===== config.mk =====
export PLATFORM = sky130hd
export DESIGN_NAME = fpc_to_int_flat
export DESIGN_NICKNAME = d
export VERILOG_FILES = /design/src/rtl/fpc_pkg.sv /design/src/rtl/fpc_to_int_if.sv /design/src/rtl/fpc_unpack.sv /design/src/rtl/fpc_to_int.sv /design/src/flat_wrapper.sv
export SDC_FILE = /design/constraint.sdc
export NUM_CORES = 1
export LEC_CHECK = 0
export ABC_AREA = 0
export BUFFER_PORTS_ARGS = -buffer_cell sky130_fd_sc_hd__buf_2
export CAP_MARGIN = 10
export CORE_AREA = 10 10 136 138
export DETAILED_ROUTE_END_ITERATION = 6
export DIE_AREA = 0 0 146 148
export PLACE_DENSITY_LB_ADDON = 0.3
export SETUP_SLACK_MARGIN = 0.15
export SYNTH_ARGS = -nofsm -noshare
export SYNTH_HDL_FRONTEND = slang
export SYNTH_HIERARCHICAL = 1
export SYNTH_SLANG_ARGS = --single-unit

===== constraint.sdc =====
create_clock -name clock100KHz -period 4.4 [get_ports clock100KHz]
set_input_delay 0.88 -clock clock100KHz [delete_from_list [all_inputs] [get_ports clock100KHz]]
set_output_delay 0.88 -clock clock100KHz [all_outputs]
set_load 0.005 [all_outputs]

===== src/rtl/fpc_pkg.sv =====
// fpc_pkg: definitions shared by the custom-float consumers (fpc_to_int) and
// the FPU. Custom float format: sign[31], exponent[30:25], mantissa[24:0],
// bias 31, hidden leading 1.
// Contents: format widths and field slices, the one-hot status encoding.
package fpc_pkg;

  localparam int WORD_W  = 32;
  localparam int EXP_W   = 6;
  localparam int MANT_W  = 25;
  localparam int BIAS    = 31;
  localparam int MAX_RSH = MANT_W + 2;   // flushes the whole 26-bit significand

  // Field slices inside a WORD_W operand.
  localparam int SIGN_BIT = WORD_W - 1;
  localparam int EXP_MSB  = WORD_W - 2;
  localparam int EXP_LSB  = MANT_W;
  localparam int MANT_MSB = MANT_W - 1;

  // Significand including the hidden bit.
  localparam int SIG_W = MANT_W + 1;

  // Exponent at which the significand is already an integer (no shift).
  localparam int UNIT_EXP = BIAS + MANT_W;

  // Largest left shift that still fits a positive WORD_W result.
  localparam int LSH_LIMIT = WORD_W - SIG_W;

  // Shift counter width; must hold MAX_RSH.
  localparam int CNT_W = 5;

  typedef enum logic [3:0] {
    EXACT     = 4'b0001,
    INEXACT   = 4'b0010,
    OVERFLOW  = 4'b0100,
    UNDERFLOW = 4'b1000
  } status_out_t;

endpackage


===== src/rtl/fpc_to_int_if.sv =====
// fpc_to_int_if: request/result bus of the float-to-integer converter.
//   start      request, sampled only while busy is low
//   op_in      custom float operand, latched on accept
//   busy       conversion in progress
//   done       one-cycle pulse, int_out/status_out valid
//   int_out    signed two's-complement result, held until next done
//   status_out one-hot status, held until next done
// master: the requester; slave: the converter.
interface fpc_to_int_if;
  import fpc_pkg::*;

  logic                start;
  logic [WORD_W-1:0]   op_in;
  logic                busy;
  logic                done;
  logic [WORD_W-1:0]   int_out;
  status_out_t         status_out;

  modport master (
    output start, op_in,
    input  busy, done, int_out, status_out
  );

  modport slave (
    input  start, op_in,
    output busy, done, int_out, status_out
  );

endinterface


===== src/rtl/fpc_unpack.sv =====
// fpc_unpack: combinational field splitter for the custom float format.
//   op        in   WORD_W  operand
//   sign      out  1       sign bit
//   exponent  out  EXP_W   biased exponent
//   sig       out  SIG_W   significand with the hidden 1 prepended
//   mant_zero out  1       stored mantissa is all zeros
//   zero      out  1       operand encodes zero (exponent and mantissa zero)
module fpc_unpack
  import fpc_pkg::*;
(
  input  logic [WORD_W-1:0] op,
  output logic              sign,
  output logic [EXP_W-1:0]  exponent,
  output logic [SIG_W-1:0]  sig,
  output logic              mant_zero,
  output logic              zero
);

  assign sign      = op[SIGN_BIT];
  assign exponent  = op[EXP_MSB:EXP_LSB];
  assign sig       = {1'b1, op[MANT_MSB:0]};
  assign mant_zero = (op[MANT_MSB:0] == '0);
  assign zero      = (exponent == '0) && mant_zero;

endmodule


===== src/rtl/fpc_to_int.sv =====
// fpc_to_int: iterative custom-float to signed 32-bit integer converter.
// Shifts the significand one bit per clock, truncates toward zero and
// saturates on overflow.
//   clock100KHz  in  single clock, rising edge
//   reset        in  synchronous, active-high
//   bus          fpc_to_int_if.slave (start/op_in in; busy/done/int_out/status_out out)
// Flow: IDLE -> UNPACK -> SHIFT (k cycles, skipped when k=0) -> PACK -> IDLE.
module fpc_to_int
  import fpc_pkg::*;
(
  input  logic       clock100KHz,
  input  logic       reset,
  fpc_to_int_if.slave bus
);

  typedef enum logic [1:0] {S_IDLE, S_UNPACK, S_SHIFT, S_PACK} state_t;

  state_t             state_q, state_d;
  logic [WORD_W-1:0]  op_q, op_d;
  logic [WORD_W-1:0]  acc_q, acc_d;
  logic [CNT_W-1:0]   cnt_q, cnt_d;
  logic               left_q, left_d;
  logic               sticky_q, sticky_d;
  logic               ovf_q, ovf_d;
  logic [WORD_W-1:0]  int_q, int_d;
  status_out_t        status_q, status_d;
  logic               done_q, done_d;

  // Fields of the latched operand; op_q only changes on accept, so these
  // stay valid through PACK.
  logic              u_sign;
  logic [EXP_W-1:0]  u_exp;
  logic [SIG_W-1:0]  u_sig;
  logic              u_mant_zero;
  logic              u_zero;

  fpc_unpack u_unpack (
    .op        (op_q),
    .sign      (u_sign),
    .exponent  (u_exp),
    .sig       (u_sig),
    .mant_zero (u_mant_zero),
    .zero      (u_zero)
  );

  // Operand classification, consumed in UNPACK.
  logic              cls_left;
  logic              cls_ovf;
  logic [CNT_W-1:0]  cls_cnt;
  logic [EXP_W-1:0]  lsh;
  logic [EXP_W-1:0]  rsh;

  // NOTE: every signal written here gets a default first, so no path leaves
  // it unassigned and no latch is inferred.
  always_comb begin
    cls_left = 1'b0;
    cls_ovf  = 1'b0;
    cls_cnt  = '0;
    lsh      = '0;
    rsh      = '0;
    if (u_zero) begin
      cls_cnt = '0;
    end else if (u_exp >= EXP_W'(UNIT_EXP)) begin
      cls_left = 1'b1;
      lsh      = u_exp - EXP_W'(UNIT_EXP);
      // A shift of LSH_LIMIT reaches bit 31; only -2^31 is representable.
      cls_ovf  = (lsh > EXP_W'(LSH_LIMIT)) ||
                 ((lsh == EXP_W'(LSH_LIMIT)) && !(u_sign && u_mant_zero));
      cls_cnt  = cls_ovf ? '0 : CNT_W'(lsh);
    end else begin
      rsh     = EXP_W'(UNIT_EXP) - u_exp;
      cls_cnt = (rsh > EXP_W'(MAX_RSH)) ? CNT_W'(MAX_RSH) : CNT_W'(rsh);
    end
  end

  always_comb begin
    state_d  = state_q;
    op_d     = op_q;
    acc_d    = acc_q;
    cnt_d    = cnt_q;
    left_d   = left_q;
    sticky_d = sticky_q;
    ovf_d    = ovf_q;
    int_d    = int_q;
    status_d = status_q;
    done_d   = 1'b0;

    case (state_q)
      S_IDLE: begin
        // busy is low in IDLE, so any start here is accepted.
        if (bus.start) begin
          op_d    = bus.op_in;
          state_d = S_UNPACK;
        end
      end

      S_UNPACK: begin
        acc_d    = u_zero ? '0 : WORD_W'(u_sig);
        cnt_d    = cls_cnt;
        left_d   = cls_left;
        ovf_d    = cls_ovf;
        sticky_d = 1'b0;
        state_d  = (cls_cnt == '0) ? S_PACK : S_SHIFT;
      end

      S_SHIFT: begin
        if (left_q) begin
          acc_d = acc_q << 1;
        end else begin
          acc_d    = acc_q >> 1;
          sticky_d = sticky_q | acc_q[0];
        end
        cnt_d = cnt_q - 1'b1;
        if (cnt_q == CNT_W'(1)) state_d = S_PACK;
      end

      S_PACK: begin
        done_d  = 1'b1;
        state_d = S_IDLE;
        if (ovf_q) begin
          int_d    = u_sign ? 32'h8000_0000 : 32'h7FFF_FFFF;
          status_d = OVERFLOW;
        end else begin
          int_d = u_sign ? -acc_q : acc_q;
          if (!u_zero && (acc_q == '0))
            status_d = UNDERFLOW;
          else if (sticky_q)
            status_d = INEXACT;
          else
            status_d = EXACT;
        end
      end

      default: state_d = S_IDLE;
    endcase
  end

  // NOTE: sequential state uses non-blocking assignments so every register
  // samples the pre-edge values regardless of statement order.
  always_ff @(posedge clock100KHz) begin
    if (reset) begin
      state_q  <= S_IDLE;
      int_q    <= '0;
      status_q <= EXACT;
      done_q   <= 1'b0;
    end else begin
      state_q  <= state_d;
      int_q    <= int_d;
      status_q <= status_d;
      done_q   <= done_d;
    end
  end

  // NOTE: the datapath is left without reset; it is always reloaded on
  // accept/UNPACK before it is used, and the FSM reset drops any stale value.
  always_ff @(posedge clock100KHz) begin
    op_q     <= op_d;
    acc_q    <= acc_d;
    cnt_q    <= cnt_d;
    left_q   <= left_d;
    sticky_q <= sticky_d;
    ovf_q    <= ovf_d;
  end

  assign bus.busy       = (state_q != S_IDLE);
  assign bus.done       = done_q;
  assign bus.int_out    = int_q;
  assign bus.status_out = status_q;

endmodule


===== src/flat_wrapper.sv =====
// flat-port wrapper written by rule: the top's interface ports become plain ports
module fpc_to_int_flat import fpc_pkg::*;
  (clock100KHz, reset, bus_start, bus_op_in, bus_busy, bus_done, bus_int_out, bus_status_out);
  fpc_to_int_if bus_i ();
  input  logic clock100KHz;
  input  logic reset;
  input wire logic [$bits(bus_i.start)-1:0] bus_start;
  input wire logic [$bits(bus_i.op_in)-1:0] bus_op_in;
  output wire logic [$bits(bus_i.busy)-1:0] bus_busy;
  output wire logic [$bits(bus_i.done)-1:0] bus_done;
  output wire logic [$bits(bus_i.int_out)-1:0] bus_int_out;
  output wire logic [$bits(bus_i.status_out)-1:0] bus_status_out;
  assign bus_i.start = bus_start;
  assign bus_i.op_in = bus_op_in;
  assign bus_busy = bus_i.busy;
  assign bus_done = bus_i.done;
  assign bus_int_out = bus_i.int_out;
  assign bus_status_out = bus_i.status_out;
  fpc_to_int u_core (.clock100KHz(clock100KHz), .reset(reset), .bus(bus_i));
endmodule

# Word-level counts from Yosys, hierarchy flattened
# Cells that the tools add are included.
# op_classes
add_sub_neg,4
order_cmp,3
n_eq_ne,8
mux,22
n_bitwise,2
n_reduce_logical,18
# ops
op,n
two-way mux 32 bit,4
one-hot mux 32 bit (2 select lines),1
logical NOT 32 bit,1
negator 32 bit,1
two-way mux 26 bit,1
logical NOT 25 bit,1
two-way mux 5 bit,4
one-hot mux 5 bit (2 select lines),1
two-way mux 4 bit,2
one-hot mux 2 bit (4 select lines),1
== test 6 x 3 -> 1 bit (second input constant),1
greater-or-equal comparator 6 bit (second input constant),1
greater-than comparator 6 x 3 -> 1 bit (second input constant),1
greater-than comparator 6 x 5 -> 1 bit (second input constant),1
logical NOT 6 bit,1
two-way mux 2 bit,3
AND reduction 2 bit,3
subtractor 6 bit (first input constant),1
subtractor 6 bit (second input constant),1
== test 5 x 1 -> 1 bit (second input constant),1
logical NOT 5 bit,1
subtractor 5 x 1 -> 5 bit (second input constant),1
== test 2 bit (second input constant),2
logical AND 1 bit,4
12 further kinds,18
# totals
ff_bits,111
in_bits,35
output_inout_bits,38
wordCells,67

# Depth between registers and ports, before layout
# Gate-level depths: netlist of run 1.
# logic_depth
ltp_word,11
depth_mapped,8
mapped_depth_nobuf,8

# Hierarchy
# The synthesis of run 1 kept the hierarchy.
# by_module_without_submodules
mod,n_inst,cells_each,area_per_inst_um2,seq_area_each_um2
fpc_to_int,1,563,5900.7,2942.8
fpc_unpack,1,48,330.3,0.0

# Least setup slack after synthesis of run 1
# OpenSTA, ideal clock, no wires.
# synth_timing
kind,reg2reg
from,register u_core.acc_q[24]
to,"register u_core.status_q[0], in the netlist u_core/bus.status_out[0]"
setup_ns,0.122
arrival_time_ns,2.055
required_ns,4.278
path_slack_ns,2.223
path_stages_with_launch,6
n_path_buf,0
period_less_slack_ns,2.177
path_cell_list,edfxtp_1 -> or4_4 -> or3_4 -> nor4_4 -> nand2_2 -> a221o_1
# synth_via
elab_chain_len,4
# synth_rtl
element,line,source
"start, declared",fpc_to_int.sv:20,"logic [WORD_W-1:0] acc_q, acc_d;"
"start signal, assigned",fpc_to_int.sv:158,acc_q <= acc_d;
logical NOT 32 bit,fpc_to_int.sv:125,if (!u_zero && (acc_q == '0))
logical AND 1 bit,fpc_to_int.sv:125,
two-way mux 4 bit,fpc_to_int.sv:125,
two-way mux 4 bit,fpc_to_int.sv:120,if (ovf_q) begin
"end signal, assigned",fpc_to_int.sv:149,status_q <= status_d;
"end, declared",fpc_to_int.sv:26,"status_out_t status_q, status_d;"
# Every way passes these cells.
# A chain may end at the register's enable or synchronous reset.

# Worst setup path in the final report of run 1
# layout_timing
from,register u_core.acc_q[5]
to,"register u_core.int_q[15], in the netlist u_core/bus.int_out[15]"
# layout_via
elab_chain_len,3
# layout_rtl
element,line,source
negator 32 bit,fpc_to_int.sv:124,int_d = u_sign ? -acc_q : acc_q;
two-way mux 32 bit,fpc_to_int.sv:124,
two-way mux 32 bit,fpc_to_int.sv:120,
"end signal, assigned",fpc_to_int.sv:148,int_q <= int_d;
"end, declared",fpc_to_int.sv:25,"logic [WORD_W-1:0] int_q, int_d;"
# Every way passes these cells.

==> run metrics, run 1 <==
Final Slew Violations 0; worst clock skew 12.30 ps; TritonCTS clock tree done; largest fanout on the critical path 11; Critical Path RT 4670 ps; largest net degree at the start of global routing 46; Crit Path Class register to register; multi-input logic area 2796 um2; commonest non-fill, non-tap cells in the layout buf_2 (72), edfxtp_1 (72), nor2_1 (45); # setup viols final 0; Post CTS Setup Buffer Count 0; LEAKAGE 2.455 nW; Data arrival, critical path 2950 ps; num rows 46; gp weighted congestion 0.8730; first-pass GRT wire length 24320 um; highest clock rate 372.8 MHz; post-route setup TNS 0 ps; final WL 14910 um; Layout Utilization 43.26%; RSZ-0062 raised after global routing false; Layout Nets 674; Area Overhead vs Synth 9.096%; Post-Syn Instances 611; Reg clk slew, reported paths 70 ps; final worst-path cycle share 60.97%; HPWL Detailed 10590 um; syn avg cell area 10.20 um2; Synth area leaders edfxtp_1 (35%), dfxtp_1 (13%), buf_4 (4.0%); Max transition margin 49.21%; synth warn 6; Pre-Repair DR Iteration Count 5; CTS resizes 0; CTS Hold Bufs 0; top_reg_cell synth edfxtp_1; kind of end point of the critical path register; maxcap violations 0; sequential area share after synthesis 47.23%; vias in the first global route 4544; syn nets 657; chip height 148 um; FF+latch count, synth 111; Post-synth EDFFs 72; Distinct cells, synth 70; die footprint 21610 um2; Post-synth ARST share 0%; # DRC 0; Clk Latency, worst-skew pair 360 ps; run status complete, no violations; mapped cell area 6231 um2; DRT iter0 DRCs 395; Root Driver clkbuf_16; top cell type's share of synthesized area 34.70%; initial core utilization 39.66%; leading area contributor after synthesis edfxtp_1; # diodes 0; # fillers 1557; layout cells sized above 1 20.54%; crit path launch type register; initial antenna violation count 0; Fin. Hold Viols 0; worst vdd rail ir drop 0.0003086 V; Power Density 650.8 nW/um2; crit path time final 2683 ps; Die W 146 um; core area 15710 um2; total CTS buffers 9; clock sink total 111; PortBufs 72; Top Ports 73; routed vias 4702; Hold Crit Class register to register; htree depth 3; Vias per Instance 5.538; Max Buffers Root-to-Sink 2; GR Util All Layers 13.67%; Least-Margin Pin Slew 757.7 ps; global route total overflow 0; register area 2943 um2; routed len/inst 17.56 um; ANT nets after route 0
[metrics by stage]
step	area, um2	hold slack (ps)	setup WS [ps]	power, mW	instances
6_report	6798	461.2	1717	4.424	849
5_1_grt	6798	478.9	1507	4.727	849
4_1_cts	6798	454.3	1774	4.440	849
3_5_place_dp	6524	444.6	1803	3.658	833
3_3_place_gp	6524	441.2	1866	3.603	833
2_1_floorplan	6231	441.9	2223	3.214	611
[Yosys cell counts, types with 3 or more instances]
library cell and instances:
a31oi_1 4, o211ai_1 8, a21o_1 3, nand2_1 35
a22o_1 24, or4_1 3, o21a_1 4, edfxtp_1 72
o41ai_1 4, buf_4 33, ha_1 11, a211o_1 10
nor2_1 45, nor4_1 12, mux2i_1 17, nor3b_1 4
nand4_1 7, a21oi_1 24, dfxtp_1 39, o21ai_0 25
nor4_4 3, o22ai_1 5, o311ai_0 3, a311oi_1 9
clkbuf_1 37, nor3_1 23, nand2b_1 5, o21ai_1 4
a211oi_1 11, buf_1 3, mux2_2 21, or3_1 5
o31ai_1 4, nand3_1 7, inv_1 22, nor2b_1 15
xor2_1 6
[power breakdown]
group	leakage (nW)	switching, mW	internal, mW	total [mW]
sequential	1.00	0.472	1.60	2.08
combinational	1.32	0.905	0.674	1.58
clock	0.134	0.380	0.389	0.769
[flip-flops by register name, summed over array words and instances (netlist names), 2 cells and up]
signal and count:
u_core/acc_q 32, u_core/op_q 32, u_core/bus.int_out 32, u_core/state_q 2, u_core/cnt_q 5, u_core/bus.status_out 4
[routing by layer]
metal	vias to the layer above	GRT usage, %	share of wire, %
met5	-	0	0
met4	0	3.654	1.1
met3	13	4.579	5.9
met2	135	19.40	41
met1	2247	19.31	52
li1	2307	-	-
[cells by family (layout without fill, tap and decap cells)]
kind of cell,Yosys count,in the layout,synth area share (%)
adder cells (fa/ha/maj),11,11,2.209
AO/OA/AOI/OAI,162,162,18.88
XOR/XNOR,7,7,0.9840
multiplexers,40,40,6.888
flip-flops,111,111,47.23
buffers and inverters,98,120,7.932
other,1,1,0.06018
AND/OR/NAND/NOR,181,181,15.82
[worst max-delay path, cell delays in order, from the launching register on]
cell and delay [ps]:
edfxtp_1 480, nor3_1 520, nand4_1 580, or4_1 590, a21o_1 190, a311oi_1 230
[final timing paths]
kind / start / endpoint / slack, ps / cells past startpoint
max: u_core/acc_q[5] / u_core/bus.int_out[15] / 1720 / 5
min: u_core/bus.int_out[9] / u_core/bus.int_out[9] / 460 / 2
max reg2reg: u_core/acc_q[5] / u_core/bus.int_out[15] / 1720 / 5
min reg2reg: u_core/bus.int_out[9] / u_core/bus.int_out[9] / 460 / 2
[cell type report]
type	instances	area share [%]
repair buffers	81	6.295
flip-flops and latches	111	43.29
inverters	23	1.270
clock inverters	6	0.6626
multi-input cells	402	41.14
clock buffers	10	3.368
well taps	216	3.976
Power figures use the tool's default switching activity.
==> run 2: changes to the inputs <==
Clock period 4.4 ns to 2.16 ns, I/O delays scaled along.
==> run 2 against run 1 <==
  * Flip-flop and latch count unchanged
  * Global-route usage increased by 0.83 points
  * Die area unchanged
  * Critical endpoint is now u_core/cnt_q[0]
  * Largest power group is now combinational cells
  * Highest routed layer unchanged
==> run metrics, run 2 (same netlist as run 1, synthesis figures left out) <==
maxcap violations 0 (unchanged); Final Slew Violations 0 (unchanged); global route total overflow 0 (unchanged); initial antenna violation count 0 (unchanged); die footprint 21610 um2 (unchanged); gp weighted congestion 0.8746 (+0.18%); TritonCTS clock tree done; Top cell by count, worst path buf_4; chip height 148 um (unchanged); fin cells 932 (+9.8%); Pre-Repair DR Iteration Count 5 (unchanged); crit path launch type register; # diodes 0 (unchanged); worst path bufs/invs 3 (+3); Clk Latency, worst-skew pair 360 ps (about the same); dpl ws -172.1 ps (-1976 ps); Worst Setup Slack, final 6.143 ps (-1711 ps); Max Buffers Root-to-Sink 2 (unchanged); PortBufs 72 (unchanged); largest net degree at the start of global routing 39 (-15%); Vias per Instance 5.486 (-0.94%); Top Ports 73 (unchanged); routed vias 5113 (+8.7%); highest clock rate 464.3 MHz (+25%); final WL 16380 um (+9.9%); Area Overhead vs Synth 27.43%; kind of cell adding the most delay to the critical path simple AND/OR/NAND/NOR gates; final worst-path cycle share 99.72% (+39 points); HPWL Detailed 11290 um (+6.6%); total CTS buffers 9 (unchanged); crit path time final 2154 ps (-528.8 ps); critical path, cell by cell nor4_4 -> nand4_1 -> nor3_2 -> buf_4 -> buf_4 -> inv_2 -> nand2_2 -> o32ai_2 -> mux2_4; htree depth 3 (unchanged); Crit Path Class register to register; largest fanout on the critical path 7 (-4); Fin. Hold Viols 0 (unchanged); post-route setup TNS 0 ps (unchanged); Least-Margin Pin Slew 715.9 ps (-41.85 ps); Layout Nets 757 (+12%); worst clock skew 8.650 ps (-3.649 ps); DRT iter0 DRCs 550 (+39%); Root Driver clkbuf_16; Hold Crit Class input pin to register; DP Cell Count 892 (+7.1%); clock sink total 111 (unchanged); core area 15710 um2 (unchanged); GR Util All Layers 14.50% (+0.83 points); vias in the first global route 5029 (+11%); routed len/inst 17.58 um (+0.13%); Die W 146 um (unchanged); Data arrival, critical path 2280 ps (-670 ps); # setup viols final 0 (unchanged); commonest non-fill, non-tap cells in the layout buf_4 (77), buf_2 (72), edfxtp_1 (72); kind of end point of the critical path register; slowest stage delay, CP 420 ps (-170 ps); Max transition margin 52.28% (+3.1 points); worst vdd rail ir drop 0.0005672 V (+84%); num rows 46 (unchanged); ANT nets after route 0 (unchanged); RSZ-0062 raised after global routing true; most common cell after layout, fill and taps aside buf_4; Power Density 1295 nW/um2 (+99%); # DRC 0 (unchanged); Reg clk slew, reported paths 70 ps (about the same); run status complete, no violations; initial core utilization 39.66% (unchanged); Critical Path RT 2280 ps (-2390 ps); LEAKAGE 3.063 nW (+25%); Pwr Total 10.28 mW (+130%); Slowest-stage cell, CP edfxtp_1; layout cells sized above 1 36.73% (+16 points); first-pass GRT wire length 25830 um (+6.2%)
[run 2: layer usage]
layer	part of all wire [%]	global-route usage, %	wire length [um]
met5	0	0	0
met4	1.3	3.704	216
met3	6.2	4.945	1012
met2	45	22.33	7423
met1	47	19.08	7731
[run 2: worst reg2reg max path, stage by stage (launching register included)]
cell and delay (ps):
edfxtp_1 420, nor4_4 330, nand4_1 220, nor3_2 170
buf_4 180, buf_4 120, inv_2 30, nand2_2 60
o32ai_2 90, mux2_4 280
[run 2: report_power, final]
group          switching [mW]  internal (mW)  leakage (nW)  total, mW
Sequential              0.693           3.26          1.00       3.95
Clock                   0.769          0.907         0.141       1.68
Combinational            2.52           2.14          1.92       4.66
[run 2: per-stage QoR]
stage	utilization (%)	hold slack, ps	area, um2
after floorplan	-	441.9	6252
after global routing	50.53	216.4	7940
after detailed placement	44.82	441.6	7042
after global placement	44.82	433.0	7042
final	50.53	241.0	7940
after CTS	48.18	228.2	7571
[run 2: what timing repair did]
item | CTS | global route
buffers inserted | 12 | 10
setup endpoints to repair | 46 | 52
cloned | 0 | 2
pin swaps | 20 | 38
hold buffers | 0 | 0
gates resized for setup | 28 | 49
[run 2: cell type report]
type | count | area (um2)
clock buffer | 10 | 229.0
inverter | 23 | 86.33
fill | 1417 | 7772
tap | 216 | 270.3
multi-input combinational | 402 | 3173
clock inverter | 6 | 70.07
timing repair buffer | 164 | 1169
sequential | 111 | 2943
[run 2: path summary, 6_finish.rpt]
check                                                end                      from  slack, ps  cells after the start
worst max-delay path                     u_core/cnt_q[0]           u_core/op_q[11]          6                      9
worst max register to register           u_core/cnt_q[0]           u_core/op_q[11]          6                      9
worst min-delay path                     u_core/op_q[26]             bus_op_in[26]        240                      1
worst min register to register  u_core/bus.status_out[3]  u_core/bus.status_out[3]        450                      2
==> run 3: changes to the inputs <==
Settings changed: CORE_AREA 10 10 136 138 to 10 10 133 135, DIE_AREA 0 0 146 148 to 0 0 143 145, SYNTH_HIERARCHICAL 1 to default.
==> run 3 against run 2 <==
  * The flow now finishes with violations (setup timing)
  * First-iteration DRC count is 41% lower
  * Design area is 6.5% lower
  * Maximum frequency decreased by 13%
  * Worst setup slack lost 330 ps
  * Clock power down 2%
  * Clock-buffer cell count stayed put
  * Worst hold slack lost 8.6 ps
  * Non-clock buffer count down 15
  * Utilization down 1.2 points
  * Global-route usage increased by 0.091 points
==> run metrics, run 3 <==
top cell type's share of synthesized area 36.92% (+2.2 points); Reg clk slew, reported paths 80 ps (about the same); Hold Crit Class input pin to register; WHS 232.4 ps (-8.570 ps); crit path launch type register; initial core utilization 38.96% (-0.70 points); TritonCTS clock tree done; mapped cell area 5857 um2 (-6.0%); syn avg cell area 9.944 um2 (-2.5%); Least-Margin Pin Slew 553.7 ps (-162.1 ps); routed vias 4882 (-4.5%); GR Util All Layers 14.59% (+0.091 points); LEAKAGE 2.901 nW (-5.3%); Post-synth EDFFs 72 (unchanged); vias in the first global route 4823 (-4.1%); sequential area share after synthesis 50.25% (+3.0 points); top cells by count, synth nor2_1 (87), edfxtp_1 (72), mux2i_1 (56); # DRC 0 (unchanged); ANT nets after route 0 (unchanged); htree depth 3 (unchanged); first-pass GRT wire length 24920 um (-3.5%); total CTS buffers 9 (unchanged); crit path time final 2483 ps (+328.8 ps); Max transition margin 62.86% (+11 points); die footprint 20740 um2 (-4.0%); Crit Path Class register to register; Final Slew Violations 0 (unchanged); synth warn 0 (-6); syn nets 635 (-3.3%); top_reg_cell synth edfxtp_1; num rows 45 (-2.2%); HPWL Detailed 10760 um (-4.7%); Power Density 1282 nW/um2 (-1.0%); Area Overhead vs Synth 26.73%; # diodes 0 (unchanged); most common cell after layout, fill and taps aside nor2_1; core area 15030 um2 (-4.3%); placed inst area 6766 um2 (-3.9%); worst vdd rail ir drop 0.0006255 V (+10%); RSZ-0062 raised after global routing true; Post-Syn Instances 589 (-3.6%); gp weighted congestion 0.8179 (-6.5%); CTS Hold Bufs 0 (unchanged); Fin. Hold Viols 0 (unchanged); PortBufs 72 (unchanged); Root Driver clkbuf_16; failing checks setup timing; commonest non-fill, non-tap cells in the layout nor2_1 (87), buf_4 (73), buf_2 (72), edfxtp_1 (72), mux2i_1 (56); Layout Nets 751 (-0.79%); Post-synth ARST share 0% (unchanged); kind of end point of the critical path register; DRT iter0 DRCs 327 (-41%); design area 7422 um2 (-6.5%); Max Buffers Root-to-Sink 2 (unchanged); FF+latch count, synth 111 (unchanged); run status finished, violations left; initial antenna violation count 0 (unchanged); Critical Path RT 2400 ps (+120 ps); dpl ws -413.1 ps (-241.0 ps); largest fanout on the critical path 7 (unchanged); Vias per Instance 5.437 (-0.90%); largest net degree at the start of global routing 60 (+54%); final worst-path cycle share 114.9% (+15 points); highest clock rate 402.8 MHz (-13%); Synth area leaders edfxtp_1 (37%), dfxtp_1 (13%), mux2i_1 (9.6%); Data arrival, critical path 2720 ps (+440 ps); Top Ports 73 (unchanged); layout cells sized above 1 30.00% (-6.7 points); # setup viols final 15 (+15); leading area contributor after synthesis edfxtp_1; clock sink total 111 (unchanged); Die W 143 um (-2.1%); Clk Latency, worst-skew pair 370 ps (about the same); worst clock skew 6.635 ps (-2.015 ps); maxcap violations 0 (unchanged); Worst Setup Slack, final -322.7 ps (-328.8 ps); routed len/inst 16.84 um (-4.2%); chip height 145 um (-2.0%); global route total overflow 0 (unchanged); Distinct cells, synth 59 (-16%); Pre-Repair DR Iteration Count 5 (unchanged); final WL 15120 um (-7.7%); most instantiated library cell after synthesis nor2_1
run 3: critical path, stage by stage (launching register included):
cell      delay [ps]
edfxtp_1         400
or4_4            550
or3_4            390
or3b_4           450
nor4_2           240
mux2i_1          230
o22ai_1          100
run 3: cells by family (layout without fill, tap and decap cells):
kind of cell,after synthesis,count (layout),synth area share [%]
simple gates,199,199,16.34
compound gates,133,133,14.51
flops,111,111,50.25
buf+inv,64,185,4.742
mux,56,56,9.571
xor+xnor,15,15,2.243
fa+ha+maj,11,11,2.350
run 3: report_power, final:
| group | leakage [nW] | switching [mW] | internal [mW] | total (mW) |
|---|---|---|---|---|
| logic | 1.77 | 2.41 | 1.72 | 4.13 |
| registers | 1.00 | 0.521 | 3.22 | 3.75 |
| clock network | 0.135 | 0.834 | 0.805 | 1.64 |
run 3: worst paths after layout:
path	start	end	slack, ps	cells after the start
min reg2reg	u_core.bus.status_out[3]	u_core.bus.status_out[3]	460	2
min	bus_op_in[6]	u_core.op_q[6]	230	1
max reg2reg	u_core.acc_q[15]	u_core.bus.int_out[27]	-320	6
max	u_core.acc_q[15]	u_core.bus.int_out[27]	-320	6
run 3: repair_timing:
item	CTS	global route
gates resized for setup	23	37
setup buffers	6	11
cloned	0	0
pin swaps	8	18
endpoints found under the hold margin	0	0
endpoints found under the setup margin	23	34
run 3: routing by layer:
| layer | track usage [%] | vias up | part of all wire, % |
|---|---|---|---|
| li1 | - | 2388 | - |
| met1 | 20.34 | 2292 | 47 |
| met2 | 21.21 | 178 | 43 |
| met3 | 3.585 | 24 | 7.2 |
| met4 | 5.418 | 0 | 2.3 |
| met5 | 0 | - | 0 |
run 3: final cells by class:
cell class	count	area (um2)
Fill cell	1385	7611
Sequential cell	111	2943
Multi-Input combinational cell	414	2909
Timing Repair Buffer	149	979.7
Tap cell	188	235.2
Clock buffer	10	229.0
Inverter	20	75.07
Clock inverter	6	51.30
run 3: metrics by stage:
stage / TNS (ps) / std cells / utilization [%] / power [mW]
floorplan: -2449 / 589 / - / 6.125
global placement: -2397 / 865 / 45.01 / 7.429
detailed placement: -2888 / 865 / 45.01 / 7.578
CTS: -2320 / 887 / 47.81 / 9.329
global route: -3933 / 898 / 49.37 / 10.19
finish: -2618 / 898 / 49.37 / 9.514
